`src/rtl/calc_pkg.sv`:
```
// Shared types and constants for the calculator engine: key op codes, FSM states,
// pending-operation encoding and 16-bit signed saturation helpers.
package calc_pkg;

  localparam logic [2:0] OP_DIGIT = 3'b000;
  localparam logic [2:0] OP_NEG   = 3'b001;
  localparam logic [2:0] OP_ADD   = 3'b010;
  localparam logic [2:0] OP_SUB   = 3'b011;
  localparam logic [2:0] OP_MUL   = 3'b100;
  localparam logic [2:0] OP_CLR   = 3'b110;

  localparam logic [15:0] MAX_S16 = 16'h7FFF;
  localparam logic [15:0] MIN_S16 = 16'h8000;

  typedef enum logic [1:0] {StWaitKey, StRelease, StExec, StMult} state_e;
  typedef enum logic [1:0] {PendNone, PendAdd, PendSub, PendMul} pend_e;

  // Clamp a 17-bit signed value to 16 bits; returns {overflow, value}.
  function automatic logic [16:0] sat17(input logic [16:0] v);
    if (v[16] != v[15]) return {1'b1, (v[16] ? MIN_S16 : MAX_S16)};
    return {1'b0, v[15:0]};
  endfunction

endpackage

```
`src/rtl/calc_mult16.sv`:
```
// Sequential 16x16 signed multiplier: shift-add over operand magnitudes, one bit per
// cycle, 16 cycles from start; sign and saturation applied as the last bit is added.
module calc_mult16
  import calc_pkg::*;
(
  input  logic        Clock,
  input  logic        Reset,
  input  logic        start,
  input  logic [15:0] a,
  input  logic [15:0] b,
  output logic        done,
  output logic [15:0] result,
  output logic        ovf
);

  logic        busy_q, neg_q;
  logic [3:0]  cnt_q;
  logic [15:0] mcand_q, mplier_q;
  logic [31:0] prod_q, prod_next;
  logic [15:0] mag_a, mag_b, low;

  always_comb begin
    mag_a     = a[15] ? (~a + 16'd1) : a;
    mag_b     = b[15] ? (~b + 16'd1) : b;
    prod_next = prod_q + (mplier_q[0] ? ({16'd0, mcand_q} << cnt_q) : 32'd0);
    done      = busy_q && (cnt_q == 4'd15);
    low       = prod_next[15:0];
    // A negative result may reach -32768, one step further than the positive side.
    if (neg_q) begin
      ovf    = prod_next > 32'd32768;
      result = ovf ? MIN_S16 : (~low + 16'd1);
    end else begin
      ovf    = prod_next > 32'd32767;
      result = ovf ? MAX_S16 : low;
    end
  end

  always_ff @(posedge Clock or negedge Reset) begin
    if (!Reset) begin
      busy_q   <= 1'b0;
      neg_q    <= 1'b0;
      cnt_q    <= '0;
      mcand_q  <= '0;
      mplier_q <= '0;
      prod_q   <= '0;
    end else if (start) begin
      busy_q   <= 1'b1;
      neg_q    <= a[15] ^ b[15];
      cnt_q    <= '0;
      mcand_q  <= mag_a;
      mplier_q <= mag_b;
      prod_q   <= '0;
    end else if (busy_q) begin
      prod_q   <= prod_next;
      mplier_q <= mplier_q >> 1;
      cnt_q    <= cnt_q + 4'd1;
      if (cnt_q == 4'd15) busy_q <= 1'b0;
    end
  end

endmodule

```
`src/rtl/calc_engine.sv`:
```
// Calculator engine: accepts keypad events over the KeyRdy/KeyRd handshake, builds signed
// decimal operands and evaluates add/sub/mul/negate/clear with 16-bit saturation.
module calc_engine
  import calc_pkg::*;
(
  input  logic        Clock,
  input  logic        Reset,
  input  logic        KeyRdy,
  output logic        KeyRd,
  input  logic [3:0]  Number,
  input  logic [2:0]  Operator,
  input  logic        EqualSign,
  output logic [15:0] Display,
  output logic [15:0] Result,
  output logic        ResultValid,
  output logic        Overflow
);

  state_e      state_q;
  pend_e       pend_q, next_op_q, key_pend;
  logic [15:0] acc_q, entry_q;
  logic        entry_active_q, valid_q, ovf_q, key_rd_q;
  logic [3:0]  key_num_q;
  logic [2:0]  key_op_q;
  logic        key_eq_q;

  logic [15:0] opb, neg_src;
  logic [16:0] wide, arith, neg_res;
  logic [20:0] base21, times10, digit21;
  logic        digit_ok, is_arith, addsub_pend, mul_start;
  logic        mul_done, mul_ovf;
  logic [15:0] mul_res;

  always_comb begin
    opb         = entry_active_q ? entry_q : 16'd0;
    addsub_pend = (pend_q == PendAdd) || (pend_q == PendSub);
    wide = (pend_q == PendSub) ? ({acc_q[15], acc_q} - {opb[15], opb})
                               : ({acc_q[15], acc_q} + {opb[15], opb});
    arith = sat17(wide);
    // Digit append: magnitude grows away from zero, so subtract on a negative entry.
    base21   = entry_active_q ? {{5{entry_q[15]}}, entry_q} : 21'd0;
    times10  = (base21 << 3) + (base21 << 1);
    digit21  = base21[20] ? (times10 - {17'd0, key_num_q}) : (times10 + {17'd0, key_num_q});
    digit_ok = (key_num_q <= 4'd9) && ((&digit21[20:15]) || !(|digit21[20:15]));
    neg_src  = entry_active_q ? entry_q : acc_q;
    neg_res  = (neg_src == MIN_S16) ? {1'b1, MAX_S16} : {1'b0, ~neg_src + 16'd1};
    case (key_op_q)
      OP_ADD:  key_pend = PendAdd;
      OP_SUB:  key_pend = PendSub;
      OP_MUL:  key_pend = PendMul;
      default: key_pend = PendNone;
    endcase
    is_arith  = !key_eq_q && (key_pend != PendNone);
    mul_start = (state_q == StExec) && (pend_q == PendMul) &&
                (key_eq_q || (is_arith && entry_active_q));
  end

  calc_mult16 u_mult (
    .Clock  (Clock),
    .Reset  (Reset),
    .start  (mul_start),
    .a      (acc_q),
    .b      (opb),
    .done   (mul_done),
    .result (mul_res),
    .ovf    (mul_ovf)
  );

  always_ff @(posedge Clock or negedge Reset) begin
    if (!Reset) begin
      state_q        <= StWaitKey;
      pend_q         <= PendNone;
      next_op_q      <= PendNone;
      acc_q          <= '0;
      entry_q        <= '0;
      entry_active_q <= 1'b0;
      valid_q        <= 1'b0;
      ovf_q          <= 1'b0;
      key_rd_q       <= 1'b0;
      key_num_q      <= '0;
      key_op_q       <= '0;
      key_eq_q       <= 1'b0;
    end else begin
      unique case (state_q)
        StWaitKey: if (KeyRdy) begin
          key_num_q <= Number;
          key_op_q  <= Operator;
          key_eq_q  <= EqualSign;
          key_rd_q  <= 1'b1;
          state_q   <= StRelease;
        end
        StRelease: if (!KeyRdy) begin
          key_rd_q <= 1'b0;
          state_q  <= StExec;
        end
        StExec: begin
          state_q <= mul_start ? StMult : StWaitKey;
          if (key_eq_q) begin
            if (addsub_pend) begin
              acc_q <= arith[15:0];
              ovf_q <= ovf_q | arith[16];
            end else if (pend_q == PendNone && entry_active_q) begin
              acc_q <= entry_q;
            end
            // A multiply in flight keeps PendMul until it lands, then takes next_op_q.
            pend_q         <= mul_start ? pend_q : PendNone;
            next_op_q      <= PendNone;
            entry_active_q <= 1'b0;
            valid_q        <= 1'b1;
          end else if (is_arith) begin
            if (entry_active_q && addsub_pend) begin
              acc_q <= arith[15:0];
              ovf_q <= ovf_q | arith[16];
            end else if (entry_active_q && pend_q == PendNone) begin
              acc_q <= entry_q;
            end
            pend_q         <= mul_start ? pend_q : key_pend;
            next_op_q      <= key_pend;
            entry_q        <= '0;
            entry_active_q <= 1'b0;
          end else if (key_op_q == OP_NEG) begin
            if (entry_active_q) entry_q <= neg_res[15:0];
            else                acc_q   <= neg_res[15:0];
            ovf_q <= ovf_q | neg_res[16];
          end else if (key_op_q == OP_CLR) begin
            acc_q          <= '0;
            entry_q        <= '0;
            entry_active_q <= 1'b0;
            pend_q         <= PendNone;
            next_op_q      <= PendNone;
            valid_q        <= 1'b0;
            ovf_q          <= 1'b0;
          end else if (key_op_q == OP_DIGIT && digit_ok) begin
            entry_q        <= digit21[15:0];
            entry_active_q <= 1'b1;
            valid_q        <= 1'b0;
          end
        end
        StMult: if (mul_done) begin
          acc_q   <= mul_res;
          ovf_q   <= ovf_q | mul_ovf;
          pend_q  <= next_op_q;
          state_q <= StWaitKey;
        end
        default: state_q <= StWaitKey;
      endcase
    end
  end

  assign KeyRd       = key_rd_q;
  assign Display     = entry_active_q ? entry_q : acc_q;
  assign Result      = acc_q;
  assign ResultValid = valid_q;
  assign Overflow    = ovf_q;

endmodule

```
`config.mk`:
```
export PLATFORM = sky130hd
export DESIGN_NAME = calc_engine
export DESIGN_NICKNAME = d
export VERILOG_FILES = /design/src/rtl/calc_pkg.sv /design/src/rtl/calc_mult16.sv /design/src/rtl/calc_engine.sv
export SDC_FILE = /design/constraint.sdc
export NUM_CORES = 1
export LEC_CHECK = 0
export BUFFER_PORTS_ARGS = -buffer_cell sky130_fd_sc_hd__buf_2
export CAP_MARGIN = 40
export CORE_ASPECT_RATIO = 1.75
export CORE_UTILIZATION = 30
export CTS_BUF_LIST = sky130_fd_sc_hd__clkbuf_2
export CTS_CLUSTER_DIAMETER = 30
export CTS_CLUSTER_SIZE = 40
export DETAILED_ROUTE_END_ITERATION = 8
export REMOVE_ABC_BUFFERS = 1
export SKIP_CTS_REPAIR_TIMING = 1
export SLEW_MARGIN = 20
export SYNTH_ARGS = -nofsm -noshare
export SYNTH_HDL_FRONTEND = slang
export SYNTH_SLANG_ARGS = --single-unit
```
`constraint.sdc`:
```
create_clock -name Clock -period 10.1 [get_ports Clock]
set_input_delay 3.03 -clock Clock [delete_from_list [all_inputs] [get_ports Clock]]
set_output_delay 3.03 -clock Clock [all_outputs]
set_load 0.05 [all_outputs]
```
Yosys cells after proc, flatten, opt, wreduce, memory -nomap -nowiden
Cells that the tools add are included.
W data, S select, Z words.
Word-level totals
  register bits: 120
  output and inout bits: 35
  logic and storage cells: 186
Cells by class
  add/sub/neg operators: 11
  order comparisons: 3
  equality and inequality tests: 29
  shift-type cells: 1
  multiplexer cells: 78
  bitwise logic cells: 9
  reductions and logical operators: 37
Operators by type and width (count)
  $mux W16: 24
  $mux W32: 3
  $mux W17: 4
  $add A16 B1 Y16 const B: 4
  $not A16 Y16: 4
  $mux W21: 2
  $add A32 B32 Y32: 1
  $gt A32 B15 Y1 const B: 1
  $gt A32 B16 Y1 const B: 1
  $pmux W16 S2: 1
  $shl A16 B4 Y32: 1
  $mux W2: 13
  $mux W1: 24
  $add A21 B21 Y21: 1
  $add A21 B4 Y21: 1
  $sub A21 B4 Y21: 1
  $add A16 B16 Y17: 1
  $sub A16 B16 Y17: 1
  $eq A16 B16 Y1 const B: 1
  $ne A3 B3 Y1 const B: 5
  $reduce_and A3 Y1: 4
  $reduce_and A4 Y1: 3
  $reduce_and A6 Y1: 2
  $ne A2 B2 Y1 const B: 5
  32 further kinds: 60

Depth between registers and ports, before layout
Gate-level depths: netlist of the first run.
  depth after elaboration: 14
  depth in mapped cells: 27

Hierarchy
Synthesis of the first run repeated with hierarchy kept, for this count alone.
Unflattened totals
  cells, all modules: 1904
  area total of the unflattened synthesis: 14595.2 sq um
By module, submodules not included
  calc_engine: times used 1, cells each 1016, area each 7492.2 sq um
  calc_mult16: times used 1, cells each 888, area each 7103.1 sq um

Least setup slack after synthesis of the first run
OpenSTA, ideal clock, no wires.
  path kind: register -> output
  start point: register entry_active_q
  end point: output port Display[15]
  arrival: 2576 ps
  required time: 7070 ps
  slack: 4494 ps
  cell stages (with the launch flop): 7
  path buffers: 5
  cells stage by stage: dfrtp_1 buf_2 buf_4 buf_2 buf_2 buf_1 o21ai_0
On the way
  longest elaborated chain between the ends: 1
Ends and longest elaborated chain
  start: declaration: RTL line calc_engine.sv:22  | logic entry_active_q, valid_q, ovf_q, key_rd_q;
  start signal: assignment: RTL line calc_engine.sv:76  | entry_active_q <= 1'b0;
  start signal: assignment: RTL line calc_engine.sv:108  | entry_active_q <= 1'b0;
  start signal: assignment: RTL line calc_engine.sv:120  | entry_active_q <= 1'b0;
  $mux W16: RTL line calc_engine.sv:151  | assign Display = entry_active_q ? entry_q : acc_q;
  end: declaration: RTL line calc_engine.sv:13  | output logic [15:0] Display,
No other way between the ends.

Worst setup path in the final report of the first run
  start point: register u_mult.cnt_q[1]
  end point: register acc_q[8] (netlist: Result[8])
On the way
  longest elaborated chain between the ends: 9
Ends and longest elaborated chain
  start: declaration: RTL line calc_mult16.sv:17  | logic [3:0] cnt_q;
  start signal: assignment: RTL line calc_mult16.sv:56  | cnt_q <= cnt_q + 4'd1;
  parallel branches: the longest is 9 deep, another holds $add A32 B32 Y32
  end signal: assignment: RTL line calc_engine.sv:100  | acc_q <= arith[15:0];
  end signal: assignment: RTL line calc_engine.sv:103  | acc_q <= entry_q;
  end signal: assignment: RTL line calc_engine.sv:140  | acc_q <= mul_res;
  end: declaration: RTL line calc_engine.sv:21  | logic [15:0] acc_q, entry_q;
Parallel ways; which one is timed is not known. The select of a mux whose other input is x is not followed.
A chain may end at the register's enable or synchronous reset.

==> impl_metrics.yaml, run 1 <==
status:
  status: "finished clean"
yosys:
  ys_ff_latch: 120
  syn-mean-instance-area_um2: 7.67
  dominantRegCellSynth: "dfrtp_1"
  synthesis.area_um2: 13500
  ys_types: 111
  seq_area_frac_synth_pct: 22.2
  yosysWarnings: 0
  synthCells: 1764
  ys_async_sr_fraction_pct: 100
  synth_edf_count: 0
timing:
  timing.final.ws_setup_ps: 3130
  grt_setup_unrepaired: "no"
  worst_clock_skew_ps: 46.2
  fin_crit_ps: 6970
  setup_viol: 0
  finalCritPeriodShare_pct: 69.1
  maxSlewHeadroom_pct: 41.4
  final.setup.tns_ps: 0
  drv_slew: 0
  finalHoldViolCount: 0
  max_freq_mhz: 143
  worstMarginPinSlew_ps: 879
global_routing:
  overflow: 0
  globalRouteTotalUtil_pct: 22.1
  antenna_found_initial: 1
  grt_pass1_vias: 13600
  grt_max_degree: 69
  grt_pass1_wl_um: 77800
floorplan:
  die_h_um: 283
  row_count: 102
  core-area_um2: 44400
  pin_count: 46
  start_util_pct: 30.5
  die_w_um: 163
  die-area_um2: 46000
worst_setup_path:
  cp.required_ps: 10830
  rr_worst_depth: 18
  timing.rr.end: "Result[8]"
  setup.worst_path.class: "reg2reg"
  reg2reg_from: "u_mult.cnt_q[1]"
  r2r_setup_slack_ps: 3130
  arrival_ps: 7700
  start_kind: "flop"
  crit_path_end_kind: "flop"
  path_max_fanout: 27
min_path:
  hold_class: "reg2reg"
  min_to: "u_mult.mcand_q[3]"
  holdPathStages: 2
  hp-start: "u_mult.mcand_q[3]"
place:
  place_ws_ps: 3370
  port_buffers: 45
  dp_hpwl_um: 39500
  place.gp.congestion: 0.961
layout:
  area_growth_pct: 6.98
  final_cell_mix: "nand2_1, nor2_1, a21oi_1"
  fin_nets: 1830
  final_common_cell: "nand2_1"
  drive_gt1_share_pct: 9.79
routing:
  routedWlPerCell_um: 21.6
  drc: 0
  drt_iter0_drc: 822
  dr.pass1.iters: 5
  vias_per_cell: 5.82
  vias: 13600
  ant_nets: 0
  wl_um: 50400
cts:
  clkTransAtPathRegs_ps: 210
  clk-insertion-delay-late_ps: 840
  numCtsBuffers: 17
  cts_tree: "yes"
  htree_levels: 4
  clk_path_buf_depth: 2
  numClockSinks: 120
  cts_root_buf: "clkbuf_2"
flow_run:
  maxCapViolations: 0
pwr:
  p_leak_nw: 6.29
  cellPowerDensity_nw_per_um2: 60.5
  power.total_mw: 0.876
  vdd_drop_max_v: 0.0000434
==> registers in the layout, indices dropped and copies added, names as in the netlist <==
name             cells
u_mult.prod_q       32
Result              16
entry_q             16
u_mult.mcand_q      16
u_mult.mplier_q     16
key_num_q            4
u_mult.cnt_q         4
key_op_q             3
next_op_q            2
pend_q               2
state_q              2
KeyRd                1
Overflow             1
ResultValid          1
entry_active_q       1
key_eq_q             1
u_mult.busy_q        1
u_mult.neg_q         1
==> worst max-delay path by stage <==
stage,start,endpoint,slack [ps],cells after the start
after CTS,u_mult.cnt_q[1],Result[8],3260,18
after floorplan,entry_active_q,entry_q[6],3960,17
final,u_mult.cnt_q[1],Result[8],3130,18
after global routing,u_mult.cnt_q[1],Result[5],2720,17
after global placement,u_mult.cnt_q[1],Result[8],3480,18
after detailed placement,u_mult.cnt_q[1],Result[8],3370,18
==> metal layers <==
layer / wire length [um] / track usage, % / part of all wire, % / up-vias
met5: 0 / 0 / 0 / -
met4: 4160 / 17.1 / 8.2 / 0
met3: 2360 / 2.96 / 4.7 / 189
met2: 26500 / 40.7 / 53 / 522
met1: 17400 / 21.8 / 35 / 6490
li1: - / - / - / 6371
==> worst max-delay path, cell delays in order, from the launching register on <==
cell and delay (ps):
dfrtp_1 900, inv_1 380, o31a_1 430, mux2i_1 350, o22ai_1 180, ha_1 420, and2_1 200, nand3_1 140
nor4b_1 440, nand2_1 280, a2111o_1 500, a21oi_1 290, mux2_2 390, nor4bb_1 320, or4b_1 780, o21ai_2 240
nand3_2 190, a21o_1 230, o221a_1 220
==> kinds of logic after synthesis <==
family / synth area share (%)
AOI/OAI and AO/OA: 26.9
xor gates and xnor gates: 8.96
adders and majority gates: 7.40
buffers and inverters: 5.73
DFF: 22.2
muxes: 7.54
and+or+nand+nor: 21.3
==> power by group <==
part,switching (mW),internal (mW),total (mW)
combinational,0.0305,0.0116,0.0421
sequential,0.00361,0.483,0.487
clock,0.246,0.100,0.347
total,0.280,0.596,0.876
==> layout make-up <==
type / count / area, um2
Fill cell: 4852 / 29900
Multi-Input combinational cell: 1459 / 9760
Sequential cell: 120 / 3010
Tap cell: 572 / 716
Timing Repair Buffer: 70 / 475
Inverter: 76 / 285
Clock inverter: 15 / 153
Clock buffer: 17 / 85.1
Antenna cell: 1 / 2.50
==> synthesized netlist by cell type, drive strengths merged, types with 7 or more instances <==
| library cell | number | area, um2 |
|---|---|---|
| a2111oi | 8 | 103 |
| a211oi | 34 | 265 |
| a21o | 28 | 210 |
| a21oi | 157 | 801 |
| a22oi | 10 | 88.8 |
| a31oi | 22 | 144 |
| and2 | 31 | 194 |
| and3 | 16 | 100 |
| buf | 43 | 241 |
| clkbuf | 66 | 249 |
| dfrtp | 120 | 3000 |
| ha | 72 | 901 |
| inv | 73 | 274 |
| mux2 | 24 | 285 |
| mux2i | 70 | 713 |
| nand2 | 175 | 657 |
| nand2b | 22 | 138 |
| nand3 | 44 | 225 |
| nand4 | 12 | 75.1 |
| nor2 | 156 | 593 |
| nor2b | 17 | 106 |
| nor3 | 51 | 260 |
| nor4 | 12 | 75.1 |
| o2111ai | 7 | 61.3 |
| o211ai | 12 | 100 |
| o21ai | 143 | 719 |
| o21bai | 10 | 75.1 |
| o22ai | 16 | 106 |
| o31ai | 26 | 209 |
| or2 | 8 | 50.1 |
| or3 | 21 | 131 |
| or4 | 8 | 63.8 |
| xnor2 | 97 | 857 |
| xor2 | 39 | 357 |
==> through the flow <==
stage | util [%] | std cells | hold WS, ps | area [um2]
after global routing | 32.6 | 2330 | 560 | 14500
final | 32.6 | 2330 | 531 | 14500
after CTS | 32.5 | 2326 | 535 | 14400
after global placement | 31.8 | 2291 | 483 | 14100
after floorplan | - | 1655 | 460 | 13000
after detailed placement | 31.9 | 2294 | 490 | 14200
(Power assumes the default switching activity.)
==> inputs of run 2 (changes only) <==
- clock period: 10.1 -> 5.8 ns (I/O delays scaled with it)
==> run 2 against run 1 <==
  * Total power is 72% higher
  * Clock skew is 6.3 ps higher
  * Sequential share of layout area is 0.84 points lower
  * Final area is 4.3% higher
  * Setup slack worse by 3000 ps
  * Sequential cell count stayed put
  * Critical path depth is 4 higher
==> impl_metrics.yaml, run 2 (same netlist as run 1, synthesis figures left out) <==
worst_setup_path:
  path_cells: "nand2_1 -> buf_4 -> nor4_1 -> buf_4 -> fa_1 -> a21o_1 -> a21oi_1 -> o21ai_1 -> a21boi_0 -> o21ai_0 -> buf_4 -> a22oi_1 -> o2111ai_1 -> o311ai_0 -> buf_4 -> or4b_1 -> buf_4 -> o21ai_2 -> nand3_2 -> buf_4 -> a21oi_1 -> a211oi_1"
  path_max_fanout: 9
  reg2reg_from: "u_mult.mplier_q[0]"
  r2r_setup_slack_ps: 140
  crit_path_end_kind: "flop"
  cp_slowest_stage_delay_ps: 560
  rr_worst_depth: 22
  arrival_ps: 6370
  crit_slowest_cell: "nor4_1"
  cp.required_ps: 6510
  crit_end: "Result[7]"
  startpoint: "u_mult.mplier_q[0]"
  timing.rr.end: "Result[7]"
  cp_common_cell: "buf_4"
  start_kind: "flop"
  setup.worst_path.class: "reg2reg"
layout:
  drive_gt1_share_pct: 14.4
  final_common_cell: "nand2_1"
  design_area_um2: 15100
  area_growth_pct: 11.6
  top_register: "u_mult.prod_q"
  nFillCells: 4838
  final_cell_mix: "nand2_1, nor2_1, a21oi_1"
  fin_nets: 1889
  largest_reg_flops: 32
floorplan:
  die-area_um2: 46000
  pin_count: 46
  row_count: 102
  die_w_um: 163
  start_util_pct: 30.5
  core-area_um2: 44400
  die_h_um: 283
timing:
  timing.final.ws_setup_ps: 143
  drv_slew: 0
  worst_clock_skew_ps: 52.4
  finalCritPeriodShare_pct: 97.5
  setup_viol: 0
  maxSlewHeadroom_pct: 41.7
  final.setup.tns_ps: 0
  max_freq_mhz: 177
  worstMarginPinSlew_ps: 866
  fin_crit_ps: 5660
  finalHoldViolCount: 0
global_routing:
  grt_pass1_wl_um: 78700
  grt_pass1_vias: 13800
  overflow: 0
  globalRouteTotalUtil_pct: 22.4
  grt_max_degree: 81
  antenna_found_initial: 1
status:
  status: "finished clean"
cts:
  cts_root_buf: "clkbuf_2"
  clk-insertion-delay-late_ps: 840
  clkTransAtPathRegs_ps: 240
  cts_tree: "yes"
  numCtsBuffers: 17
  clk_path_buf_depth: 2
  htree_levels: 4
  numClockSinks: 120
place:
  place_ws_ps: 80.8
  dpl-instance-area_um2: 14600
  port_buffers: 45
  place.gp.congestion: 1.02
  dp_hpwl_um: 40000
pwr:
  power.total_mw: 1.51
  vdd_drop_max_v: 0.0000690
  cellPowerDensity_nw_per_um2: 99.8
  p_leak_nw: 6.60
routing:
  drc: 0
  drt_iter0_drc: 897
  dr.pass1.iters: 5
  vias_per_cell: 5.80
  wl_um: 51400
  routedWlPerCell_um: 21.5
  ant_nets: 0
  vias: 13900
flow_run:
  maxCapViolations: 0
min_path:
  hold_class: "reg2reg"
run 2: cell count changes in the layout (fill, tap and decap cells not counted), sizes merged:
cell and change:
buf +59, clkinv +5, inv -5
run 2: metal layers:
metal  routed length (um)  share of wire (%)  track usage [%]  up-vias
met4                 5060                9.8             19.6        0
met3                 2220                4.3             3.29      241
li1                     -                  -                -     6499
met1                17900                 35             21.9     6597
met2                26200                 51             40.3      527
met5                    0                  0                0        -
run 2: cell type report:
class                   count  area [um2]  area share (%)
inverters                  76         285            1.89
multi-input cells        1459        9920            65.6
well taps                 572         716            4.74
diodes                      1        2.50          0.0166
flip-flops and latches    120        3010            19.9
repair buffers            129         957            6.33
clock inverters            15         140           0.927
clock buffers              17        85.1           0.563
run 2: worst max-delay path: cells and delay by family, from the launching register on:
family          cells  cell delay, ps
simple gates        4            1340
flops               1             540
buf+inv             6            1230
compound gates     11            2160
fa+ha+maj           1             240
run 2: metrics by stage:
step                      hold WS (ps)  util, %  std cells
after global placement             486     32.8       2347
final                              530     34.0       2389
after detailed placement           489     32.9       2349
after floorplan                    460        -       1655
after CTS                          532     33.4       2381
after global routing               557     34.0       2389
run 2: worst min path at each step:
stage,start,to,slack (ps),cells after the start
2_1_floorplan,u_mult.mcand_q[15],u_mult.mcand_q[15],460,2
3_3_place_gp,u_mult.mcand_q[2],u_mult.mcand_q[2],490,2
3_5_place_dp,u_mult.mcand_q[6],u_mult.mcand_q[6],490,2
4_1_cts,u_mult.mcand_q[6],u_mult.mcand_q[6],530,2
5_1_grt,u_mult.mcand_q[4],u_mult.mcand_q[4],560,2
6_report,u_mult.mcand_q[13],u_mult.mcand_q[13],530,2
run 2: power by group:
group / switching (mW) / total (mW) / internal (mW) / leakage [nW]
logic: 0.0563 / 0.0771 / 0.0208 / 4.82
clock network: 0.419 / 0.583 / 0.164 / 0.140
registers: 0.00658 / 0.848 / 0.842 / 1.64
total: 0.481 / 1.51 / 1.03 / 6.60
==> inputs of run 3 (changes only) <==
- MAX_ROUTING_LAYER: not set -> met4
==> run 3 against run 2 <==
  * Sequential power about the same
  * Final area about the same
  * Setup slack better by 130 ps
  * Clock skew down 13 ps
  * Critical path type unchanged
  * Largest power group unchanged
  * First-iteration DRC count up 3.0%
  * Die area unchanged
  * Utilization about the same
==> impl_metrics.yaml, run 3 (same netlist as run 1, synthesis figures left out) <==
status:
  status: "finished clean"
place:
  dp_hpwl_um: 40500
  port_buffers: 45
  place.gp.congestion: 1.04
  place_ws_ps: 151
  dp_cells: 2354
  dpl-instance-area_um2: 14600
timing:
  drv_slew: 0
  hold-worst-slack_ps: 534
  final.setup.tns_ps: 0
  worst_clock_skew_ps: 39.7
  timing.final.ws_setup_ps: 274
  finalHoldViolCount: 0
  fin_crit_ps: 5530
  setup_viol: 0
  worstMarginPinSlew_ps: 843
  maxSlewHeadroom_pct: 43.2
  finalCritPeriodShare_pct: 95.3
  max_freq_mhz: 181
min_path:
  hold_class: "reg2reg"
layout:
  final_util_pct: 34.1
  nFillCells: 4734
  top_register: "u_mult.prod_q"
  area_growth_pct: 11.7
  drive_gt1_share_pct: 13.9
  fin_nets: 1890
  instances_no_fill: 2390
  design_area_um2: 15100
  final_cell_mix: "nand2_1, nor2_1, a21oi_1"
  largest_reg_flops: 32
  final_common_cell: "nand2_1"
routing:
  ant_nets: 0
  routedWlPerCell_um: 21.6
  met3_length_um: 2170
  drt_iter0_drc: 924
  dr.pass1.iters: 5
  routed.top_layer: "met4"
  wl_met2_um: 26500
  wl_um: 51600
  vias: 13900
  drc: 0
  wl_met1_um: 17900
  vias_per_cell: 5.80
floorplan:
  die-area_um2: 46000
  die_h_um: 283
  start_util_pct: 30.5
  die_w_um: 163
  core-area_um2: 44400
  pin_count: 46
  row_count: 102
cts:
  clk-insertion-delay-late_ps: 850
  cts_tree: "yes"
  cts_root_buf: "clkbuf_2"
  clk_path_buf_depth: 2
  clkTransAtPathRegs_ps: 220
  numClockSinks: 120
  numCtsBuffers: 17
  htree_levels: 4
global_routing:
  grt_max_degree: 62
  grt_pass1_wl_um: 78900
  globalRouteTotalUtil_pct: 23.1
  overflow: 0
  antenna_found_initial: 1
  grt_pass1_vias: 14100
worst_setup_path:
  path_max_fanout: 13
  start_kind: "flop"
  cp.required_ps: 6550
  crit_path_end_kind: "flop"
  setup.worst_path.class: "reg2reg"
  arrival_ps: 6270
pwr:
  cellPowerDensity_nw_per_um2: 105
  vdd_drop_max_v: 0.0000765
  p_leak_nw: 6.63
  power.total_mw: 1.59
flow_run:
  maxCapViolations: 0
run 3: cell types whose count changed in the layout (fill, tap and decap cells not counted), sizes merged:
cell / previous run / this run
clkinv: 10 / 5
inv: 79 / 83
buf: 128 / 129
bufinv: 1 / 2
run 3: per-layer routing:
metal  up-vias  GRT usage, %
li1       6493             -
met1      6566          21.7
met2       547          40.7
met3       249          2.91
met4         0          20.0
met5         -             -
run 3: final timing paths:
path / from / endpoint / slack (ps) / cells past startpoint
setup / recovery: u_mult.cnt_q[0] / Result[13] / 270 / 24
hold / removal: u_mult.mcand_q[6] / u_mult.mcand_q[6] / 530 / 2
setup reg to reg: u_mult.cnt_q[0] / Result[13] / 270 / 24
hold reg to reg: u_mult.mcand_q[6] / u_mult.mcand_q[6] / 530 / 2
max in group asynchronous: Reset / u_mult.cnt_q[0] / 3900 / 2
min in group asynchronous: Reset / entry_q[0] / 850 / 1
run 3: report_power, final:
group / internal, mW / switching (mW)
Clock: 0.221 / 0.445
Combinational: 0.0193 / 0.0543
Sequential: 0.842 / 0.00670
run 3: critical path: stages, from the launching register on:
cell,delay (ps)
dfrtp_2,500
clkbuf_16,180
and2_1,150
nor3_1,210
a21oi_1,90
mux2_2,280
nand3_1,100
o21ai_0,120
ha_1,370
buf_4,180
nand2_1,80
o21ai_1,60
a311o_1,430
a221oi_4,400
o31ai_4,140
o31ai_2,240
xor2_1,220
nor4bb_2,310
or4b_1,450
buf_4,180
buf_4,140
nor2_4,130
buf_4,170
a21oi_1,80
o31ai_1,250
run 3: cell type report:
class	count	area (um2)	area share, %
diodes	1	2.50	0.0165
clock buffers	17	85.1	0.563
clock inverters	15	183	1.21
inverters	76	285	1.89
multi-input cells	1459	9910	65.5
flip-flops and latches	120	3010	19.9
well taps	572	716	4.73
repair buffers	130	937	6.20
